`src/rtl/ps2_key_event_queue_if.sv`:
```
// Handshake bundle between a PS/2 byte receiver, the key event queue and its consumer.
interface ps2_key_event_queue_if #(
  parameter int ADDR_W = 4
);
  logic              valid_scan;
  logic [7:0]        scan_code;
  logic              rd_en;
  logic              clr_ovf;
  logic              ev_valid;
  logic [7:0]        ev_code;
  logic              ev_ext;
  logic              ev_break;
  logic [ADDR_W:0]   ev_count;
  logic              full;
  logic              overflow;

  modport master (
    output valid_scan, scan_code, rd_en, clr_ovf,
    input  ev_valid, ev_code, ev_ext, ev_break, ev_count, full, overflow
  );

  modport slave (
    input  valid_scan, scan_code, rd_en, clr_ovf,
    output ev_valid, ev_code, ev_ext, ev_break, ev_count, full, overflow
  );
endinterface

```
`src/rtl/ps2_key_event_queue.sv`:
```
// PS/2 scan-code decoder (E0/F0 prefix stripping) feeding a show-ahead key event FIFO.
// Optional macro PS2_PREFIX_TIMEOUT_EN abandons a pending prefix after TIMEOUT_CYCLES idle cycles.
module ps2_key_event_queue #(
  parameter int DEPTH          = 16,
  parameter int ADDR_W         = 4,
  parameter int TIMEOUT_CYCLES = 1_000_000
) (
  input  logic                  clk,
  input  logic                  reset,
  ps2_key_event_queue_if.slave  bus
);

  if (DEPTH != (1 << ADDR_W) || ADDR_W < 1 || ADDR_W > 8 || TIMEOUT_CYCLES < 1) begin : g_param_err
    $error("ps2_key_event_queue: DEPTH must equal 2**ADDR_W (2..256) and TIMEOUT_CYCLES >= 1");
  end

  // Bit 0 of the state marks a seen E0, bit 1 a seen F0, so prefixes can be OR-ed in.
  typedef enum logic [1:0] {
    IDLE     = 2'b00,
    PRE_E0   = 2'b01,
    PRE_F0   = 2'b10,
    PRE_E0F0 = 2'b11
  } state_t;

  state_t state, state_nxt;

  logic              push_req;
  logic              push_ext;
  logic              push_brk;
  logic              timeout_hit;
  logic              pop;
  logic              is_full;
  logic              do_write;
  logic              drop;
  logic [9:0]        mem [DEPTH];
  logic [9:0]        head;
  logic [ADDR_W-1:0] wr_ptr;
  logic [ADDR_W-1:0] rd_ptr;
  logic [ADDR_W:0]   count;
  logic              overflow_q;

  function automatic logic is_discard(input logic [7:0] b);
    case (b)
      8'h00, 8'hAA, 8'hEE, 8'hFA, 8'hFC, 8'hFD, 8'hFE, 8'hFF: return 1'b1;
      default:                                               return 1'b0;
    endcase
  endfunction

`ifdef PS2_PREFIX_TIMEOUT_EN
  localparam int CNT_W = (TIMEOUT_CYCLES > 1) ? $clog2(TIMEOUT_CYCLES) : 1;

  logic [CNT_W-1:0] idle_cnt;

  assign timeout_hit = (state != IDLE) && (idle_cnt == CNT_W'(TIMEOUT_CYCLES - 1));

  always_ff @(posedge clk or negedge reset) begin
    if (!reset) begin
      idle_cnt <= '0;
    end else if (bus.valid_scan || state == IDLE || timeout_hit) begin
      idle_cnt <= '0;
    end else begin
      idle_cnt <= idle_cnt + 1'b1;
    end
  end
`else
  assign timeout_hit = 1'b0;
`endif

  always_ff @(posedge clk or negedge reset) begin
    if (!reset) begin
      state <= IDLE;
    end else begin
      state <= state_nxt;
    end
  end

  always_comb begin
    state_nxt = state;
    push_req  = 1'b0;
    push_ext  = state[0];
    push_brk  = state[1];
    if (bus.valid_scan) begin
      if (bus.scan_code == 8'hE0) begin
        state_nxt = state_t'(state | PRE_E0);
      end else if (bus.scan_code == 8'hF0) begin
        state_nxt = state_t'(state | PRE_F0);
      end else if (is_discard(bus.scan_code)) begin
        state_nxt = IDLE;
      end else begin
        push_req  = 1'b1;
        state_nxt = IDLE;
      end
    end else if (timeout_hit) begin
      state_nxt = IDLE;
    end
  end

  // A pop frees the slot the tail points at when full, so push+pop never drops.
  assign pop      = bus.rd_en && (count != '0);
  assign is_full  = (count == (ADDR_W + 1)'(DEPTH));
  assign do_write = push_req && (!is_full || pop);
  assign drop     = push_req && is_full && !pop;

  always_ff @(posedge clk) begin
    if (do_write) begin
      mem[wr_ptr] <= {push_ext, push_brk, bus.scan_code};
    end
  end

  always_ff @(posedge clk or negedge reset) begin
    if (!reset) begin
      wr_ptr <= '0;
      rd_ptr <= '0;
      count  <= '0;
    end else begin
      if (do_write) begin
        wr_ptr <= wr_ptr + 1'b1;
      end
      if (pop) begin
        rd_ptr <= rd_ptr + 1'b1;
      end
      case ({do_write, pop})
        2'b10:   count <= count + 1'b1;
        2'b01:   count <= count - 1'b1;
        default: count <= count;
      endcase
    end
  end

  always_ff @(posedge clk or negedge reset) begin
    if (!reset) begin
      overflow_q <= 1'b0;
    end else if (drop) begin
      overflow_q <= 1'b1;
    end else if (bus.clr_ovf) begin
      overflow_q <= 1'b0;
    end
  end

  assign head         = mem[rd_ptr];
  assign bus.ev_valid = (count != '0);
  assign bus.ev_code  = bus.ev_valid ? head[7:0] : 8'h00;
  assign bus.ev_ext   = bus.ev_valid & head[9];
  assign bus.ev_break = bus.ev_valid & head[8];
  assign bus.ev_count = count;
  assign bus.full     = is_full;
  assign bus.overflow = overflow_q;

endmodule
```
`src/flat_wrapper.sv`:
```
// flat-port wrapper written by rule: the top's interface ports become plain ports
module ps2_key_event_queue_flat 
#(
  parameter int DEPTH          = 16,
  parameter int ADDR_W         = 4,
  parameter int TIMEOUT_CYCLES = 1_000_000
)
  (clk, reset, bus_valid_scan, bus_scan_code, bus_rd_en, bus_clr_ovf, bus_ev_valid, bus_ev_code, bus_ev_ext, bus_ev_break, bus_ev_count, bus_full, bus_overflow);
  ps2_key_event_queue_if #(.ADDR_W(ADDR_W)) bus_i ();
  input  logic clk;
  input  logic reset;
  input wire logic [$bits(bus_i.valid_scan)-1:0] bus_valid_scan;
  input wire logic [$bits(bus_i.scan_code)-1:0] bus_scan_code;
  input wire logic [$bits(bus_i.rd_en)-1:0] bus_rd_en;
  input wire logic [$bits(bus_i.clr_ovf)-1:0] bus_clr_ovf;
  output wire logic [$bits(bus_i.ev_valid)-1:0] bus_ev_valid;
  output wire logic [$bits(bus_i.ev_code)-1:0] bus_ev_code;
  output wire logic [$bits(bus_i.ev_ext)-1:0] bus_ev_ext;
  output wire logic [$bits(bus_i.ev_break)-1:0] bus_ev_break;
  output wire logic [$bits(bus_i.ev_count)-1:0] bus_ev_count;
  output wire logic [$bits(bus_i.full)-1:0] bus_full;
  output wire logic [$bits(bus_i.overflow)-1:0] bus_overflow;
  assign bus_i.valid_scan = bus_valid_scan;
  assign bus_i.scan_code = bus_scan_code;
  assign bus_i.rd_en = bus_rd_en;
  assign bus_i.clr_ovf = bus_clr_ovf;
  assign bus_ev_valid = bus_i.ev_valid;
  assign bus_ev_code = bus_i.ev_code;
  assign bus_ev_ext = bus_i.ev_ext;
  assign bus_ev_break = bus_i.ev_break;
  assign bus_ev_count = bus_i.ev_count;
  assign bus_full = bus_i.full;
  assign bus_overflow = bus_i.overflow;
  ps2_key_event_queue #(.DEPTH(DEPTH), .ADDR_W(ADDR_W), .TIMEOUT_CYCLES(TIMEOUT_CYCLES)) u_core (.clk(clk), .reset(reset), .bus(bus_i));
endmodule
```
`config.mk`:
```
export PLATFORM = sky130hd
export DESIGN_NAME = ps2_key_event_queue_flat
export DESIGN_NICKNAME = d
export VERILOG_FILES = /design/src/rtl/ps2_key_event_queue_if.sv /design/src/rtl/ps2_key_event_queue.sv /design/src/flat_wrapper.sv
export SDC_FILE = /design/constraint.sdc
export NUM_CORES = 1
export LEC_CHECK = 0
export BUFFER_PORTS_ARGS = -buffer_cell sky130_fd_sc_hd__buf_2
export CAP_MARGIN = 0
export CORE_MARGIN = 10
export CORE_UTILIZATION = 66
export DETAILED_ROUTE_END_ITERATION = 7
export PLACE_DENSITY_LB_ADDON = 0.15
export SYNTH_ARGS = -nofsm -noshare
export SYNTH_HDL_FRONTEND = slang
export SYNTH_SLANG_ARGS = --single-unit
export TNS_END_PERCENT = 100
```
`constraint.sdc`:
```
create_clock -name clk -period 7.15 [get_ports clk]
set_input_delay 0.715 -clock clk [delete_from_list [all_inputs] [get_ports clk]]
set_output_delay 0.715 -clock clk [all_outputs]
set_load 0.05 [all_outputs]
```
# Yosys cells after proc, flatten, opt, wreduce, memory -nomap -nowiden
# Memory sizes are Yosys's and may differ from the RTL's.
# Index checks and enable logic that the tools add are counted.
[totals]
input_bits = 13
mem_count = 1
mem_bits_rw = 160
regBits = 16
[classes]
add_sub_neg = 4
reduce_logical = 14
n_mux = 16
bitwise = 3
eq_ne = 13
[memory_table]
columns = ["name", "depth", "width", "read_ports", "rd_clocked_by_memory_dff", "write_ports", "line", "rtl"]
rows = [
  ["u_core.mem", 16, 10, 1, 0, 1, "ps2_key_event_queue.sv:35", "logic [9:0] mem [DEPTH];"],
]
[ops]
columns = ["operator", "n"]
rows = [
  ["8-bit equality test, second input constant", 9],
  ["1-bit two-way mux", 13],
  ["5-bit one-hot mux with 2 select lines", 1],
  ["4-bit by 1-bit adder with 4-bit output, second input constant", 2],
  ["8-bit zero test", 1],
  ["8-bit two-way mux", 1],
  ["8-bit OR reduction", 1],
  ["5-bit by 1-bit adder with 5-bit output, second input constant", 1],
  ["5-bit equality test, second input constant", 1],
  ["5-bit nonzero test", 1],
  ["5-bit by 1-bit subtractor with 5-bit output, second input constant", 1],
  ["1-bit logical AND", 4],
  ["2-bit AND reduction", 2],
  ["2-bit nonzero test", 2],
  ["1-bit bitwise AND", 2],
  ["2-bit by 1-bit equality test with 1-bit output, second input constant", 1],
  ["2-bit equality test, second input constant", 1],
  ["1-bit zero test", 2],
  ["2-bit two-way mux", 1],
  ["2-bit by 1-bit inequality test with 1-bit output, second input constant", 1],
  ["1-bit logical OR", 1],
  ["1-bit NOT", 1],
]

# Longest topological paths before layout
[logic_depth]
ltp_word = 13
depth_mapped = 16
mapped_depth_nobuf = 13

# Least setup slack after synthesis
# Ideal clock, no wire load.
[synth_path]
path_kind = "reg-to-reg"
from = "register u_core.count[1], in the netlist u_core.bus.ev_count[1]"
to = "register u_core.count[4], in the netlist u_core.bus.ev_count[4]"
synth_period_minus_slack_ns = 3.463
n_path_buf = 3
required_ns = 7.009
slack_ns = 3.687
t_arrival_ns = 3.322
path_stages_with_launch = 17
path_cell_list = "dfrtp_1 buf_2 nor4_1 and2_1 nand2b_1 and2_4 buf_6 inv_1 ha_1 clkbuf_1 xor2_1 ha_1 inv_1 o21ai_0 a21oi_1 o21bai_1 xnor2_1"
[synth_via]
elab_chain_cells = 6
elab_cells_between_ends = 12
cone_classes = "2 x add/sub; 3 x eq/ne; 1 x mux; 6 x reduce/logical"
[synth_lines]
columns = ["item", "line", "rtl"]
rows = [
  ["from (decl)", "ps2_key_event_queue.sv:39", "logic [ADDR_W:0] count;"],
  ["from (signal assigned)", "ps2_key_event_queue.sv:123", "2'b10: count <= count + 1'b1;"],
  ["from (signal assigned)", "ps2_key_event_queue.sv:124", "2'b01: count <= count - 1'b1;"],
  ["from (signal assigned)", "ps2_key_event_queue.sv:125", "default: count <= count;"],
  ["5-bit equality test *", "ps2_key_event_queue.sv:100", "assign is_full = (count == (ADDR_W + 1)'(DEPTH));"],
  ["via bus_full", "flat_wrapper.sv:21", "output wire logic [$bits(bus_i.full)-1:0] bus_full;"],
  ["1-bit zero test *", "ps2_key_event_queue.sv:101", "assign do_write = push_req && (!is_full || pop);"],
  ["1-bit logical OR *", "ps2_key_event_queue.sv:101", ""],
  ["1-bit logical AND *", "ps2_key_event_queue.sv:101", ""],
  ["2-bit by 1-bit equality test with 1-bit output or 2-bit equality test (tied branches)", "ps2_key_event_queue.sv:122", "case ({do_write, pop})"],
  ["5-bit one-hot mux with 2 select lines or 2-bit nonzero test (tied branches)", "-", ""],
]
# The timed path passes the listed nets; every way through them passes the cells marked *.
# A chain may end at the register's enable or synchronous reset.

# Worst setup path after layout
[layout_path]
from = "register u_core.rd_ptr[0]"
to = "output port bus_ev_code[6]"
[layout_via]
elab_chain_cells = 2
[layout_lines]
columns = ["item", "line", "rtl"]
rows = [
  ["from (decl)", "ps2_key_event_queue.sv:38", "logic [ADDR_W-1:0] rd_ptr;"],
  ["from (signal assigned)", "ps2_key_event_queue.sv:120", "rd_ptr <= rd_ptr + 1'b1;"],
  ["memory 16 x 10 bit", "-", ""],
  ["8-bit two-way mux", "ps2_key_event_queue.sv:142", "assign bus.ev_code = bus.ev_valid ? head[7:0] : 8'h00;"],
  ["to (decl)", "flat_wrapper.sv:17", "output wire logic [$bits(bus_i.ev_code)-1:0] bus_ev_code;"],
]
# No other way between the ends.

==> results.yml <==
outcome:
  run_status: "complete, no violations"
grt:
  grt.overflow.total: 0
  grt_antenna_before_repair: 0
  grt_pass1_vias: 3788
  groute.usage.overall: 0.212
  grt_first_pass_wirelength_mm: 22.9
  grt_max_degree: 44
floorplanning:
  initial_standard_cell_utilization_of_the_core: 0.684
  die_h_um: 124
  row_count: 37
  core-area_mm2: 0.0105
  die_x_um: 124
  ios: 31
  die_area_mm2: 0.0154
drt:
  vias_per_cell: 6.67
  drt-pass1-iter-count: 5
  wirelength_mm: 15.2
  final_routed_drc_violation_total: 0
  starting_drt_drc_count: 503
  ant_nets: 0
  routed-via-count: 3661
  wire_per_inst_um: 27.6
synth:
  post_synth_instance_area_mm2: 0.00716
  synth.yosys.warnings: 0
  async_reset_ff_frac: 0.0909
  synth_flop_cell: "sky130_fd_sc_hd__edfxtp_1"
  ys_seq_area_frac: 0.727
  synth-seq-cells: 176
  synth_edf_count: 160
  avgSynthCellArea_um2: 19.6
  syn_inst: 366
  postSynthNetCount: 388
  synth_cell_type_count: 38
timing:
  max_freq_ghz: 0.279
  finalWorstPathRequiredPeriod_ns: 3.58
  final_hold_violating_endpoints: 0
  setup_tns_ns: 0
  setup_viol: 0
  worst_clock_skew_ns: 0.00698
  slew_viol_final: 0
  period_share: 0.501
  holdWs_ns: 0.109
  grt_setup_unrepaired: "no"
  slew_headroom: 0.285
  post-route-worst-setup-slack_ns: 3.57
  worst_slew_pin_slew_ns: 1.07
clock_tree:
  cts_max_level: 4
  cts_hold_buffers: 0
  cts_bufs_inserted: 17
  count_of_cells_resized_by_post_cts_repair: 0
  post-cts-setup-buffers: 0
  cts.sink_count: 176
  ctsRootBufferMaster: "sky130_fd_sc_hd__clkbuf_8"
  cts-root-to-sink-buffers: 2
  tritoncts: "built"
  insertion_delay_ns: 0.53
  clk_pin_slew_ns: 0.06
layout:
  flow.area_growth_from_synthesis_pct: 11.6
  mostFrequentLayoutCell: "sky130_fd_sc_hd__edfxtp_1"
  total_inserted_antenna_cells: 0
  layout-drive-gt1-share: 0.259
  final_cell_area_mm2: 0.00799
  finalNonFillerCells: 549
  num-nets-final: 422
  final.fill_count: 586
  layout_common_cells: "160 x sky130_fd_sc_hd__edfxtp_1, 40 x sky130_fd_sc_hd__mux4_2, 30 x sky130_fd_sc_hd__buf_2"
worst_setup_path:
  arrival_ns: 2.86
  timing.critical_path.fanout_max: 40
  crit_family: "buffers and inverters"
  worst-path-buf-inv: 2
  critical_path.reg2reg.endpoint: "u_core.bus.ev_count[4]"
  worstSetupPathType: "reg2out"
  slowest_stage: "sky130_fd_sc_hd__buf_4"
  cp_slowest_stage_delay_ns: 0.63
  register_to_register_path_depth: 13
  ff2ff_setup_slack_ns: 4.23
  regToRegStartpoint: "u_core.bus.ev_count[1]"
  critPathCaptureType: "output pin"
  cp_data_required_time_ns: 6.43
  cells_along_the_critical_path: "buf_4, mux4_2, mux2i_1, o22ai_1, buf_2"
  critical_path.startpoint_type: "flip-flop"
power_and_ir_drop:
  total_leakage_power_nw: 2.80
  cellPowerDensity_mw_per_mm2: 430
  irDropWorstVdd_mv: 0.465
place:
  dpl_cell_area_mm2: 0.00743
  finalWeightedCongestion: 0.839
  io_buffers: 30
  dp_cells: 517
  setup_slack_after_placement_ns: 3.57
  dp.final_hpwl_mm: 8.56
job:
  max-cap-violations: 0
min_path:
  worstHoldPathType: "in2async"
-- final cells by class --
type	count	area [um2]	area share
Timing Repair Buffer	34	180	0.0225
Sequential cell	176	5210	0.652
Clock buffer	20	425	0.0532
Tap cell	136	170	0.0213
Multi-Input combinational cell	163	1840	0.230
Clock inverter	12	141	0.0177
Inverter	8	30.0	0.00376
-- kinds of logic (layout without fill, tap and decap cells) --
kind of cell / Yosys count / count (layout) / share of synthesized area
simple gates: 50 / 50 / 0.0405
fa+ha+maj: 9 / 9 / 0.0157
mux: 62 / 62 / 0.157
flops: 176 / 176 / 0.727
compound gates: 30 / 30 / 0.0288
buf+inv: 27 / 74 / 0.0163
xor+xnor: 12 / 12 / 0.0147
-- worst max-delay path by stage --
stage                           start                     end  slack (ns)  cells past startpoint
2_1_floorplan  u_core.bus.ev_count[1]  u_core.bus.ev_count[4]        3.69                     16
3_3_place_gp         bus_scan_code[1]  u_core.bus.ev_count[4]        3.77                     13
3_5_place_dp         bus_scan_code[4]  u_core.bus.ev_count[4]        3.57                     14
4_1_cts              u_core.rd_ptr[0]          bus_ev_code[6]        3.49                      5
5_1_grt              u_core.rd_ptr[0]          bus_ev_code[6]        3.38                      5
6_report             u_core.rd_ptr[0]          bus_ev_code[6]        3.57                      5
-- Yosys cell counts, types with 2 or more instances --
master,count,area (um2)
sky130_fd_sc_hd__ha_1,9,113
sky130_fd_sc_hd__xor2_1,6,52.6
sky130_fd_sc_hd__nand3_1,3,15.0
sky130_fd_sc_hd__dfrtp_1,16,400
sky130_fd_sc_hd__mux4_2,40,901
sky130_fd_sc_hd__inv_1,8,30.0
sky130_fd_sc_hd__nor2_1,5,18.8
sky130_fd_sc_hd__clkbuf_1,11,41.3
sky130_fd_sc_hd__nand2b_1,4,25.0
sky130_fd_sc_hd__nand2_1,5,18.8
sky130_fd_sc_hd__buf_2,6,30.0
sky130_fd_sc_hd__edfxtp_1,160,4800
sky130_fd_sc_hd__mux2_2,2,22.5
sky130_fd_sc_hd__and3_1,17,106
sky130_fd_sc_hd__o21ai_0,5,25.0
sky130_fd_sc_hd__a21oi_1,6,30.0
sky130_fd_sc_hd__mux2i_1,20,200
sky130_fd_sc_hd__and2_1,3,18.8
sky130_fd_sc_hd__nand4_1,2,12.5
sky130_fd_sc_hd__o22ai_1,11,68.8
sky130_fd_sc_hd__xnor2_1,6,52.6
sky130_fd_sc_hd__or4_1,2,15.0
sky130_fd_sc_hd__nor2b_1,4,25.0
-- metrics by stage --
stage,utilization,power [mW]
final,0.764,3.44
after detailed placement,0.710,2.57
after CTS,0.764,3.46
after floorplan,-,2.27
after global routing,0.764,3.58
after global placement,0.710,2.54
-- where the power goes --
part	internal [mW]	switching, mW
Clock	0.528	0.359
Combinational	0.442	0.713
Sequential	1.26	0.140
-- flip-flops by register name (all words and copies together) (netlist names) --
register             count
u_core.mem             160
u_core.bus.ev_count      5
u_core.rd_ptr            4
u_core.wr_ptr            4
u_core.state             2
u_core.bus.overflow      1
-- per-layer routing --
layer	global-route usage	wire length, um	up-vias
li1	-	-	1553
met4	0.112	409	0
met2	0.337	7790	219
met5	0	0	-
met1	0.269	5670	1853
met3	0.0502	1290	36
No activity file was read; power rests on OpenSTA's default activity.
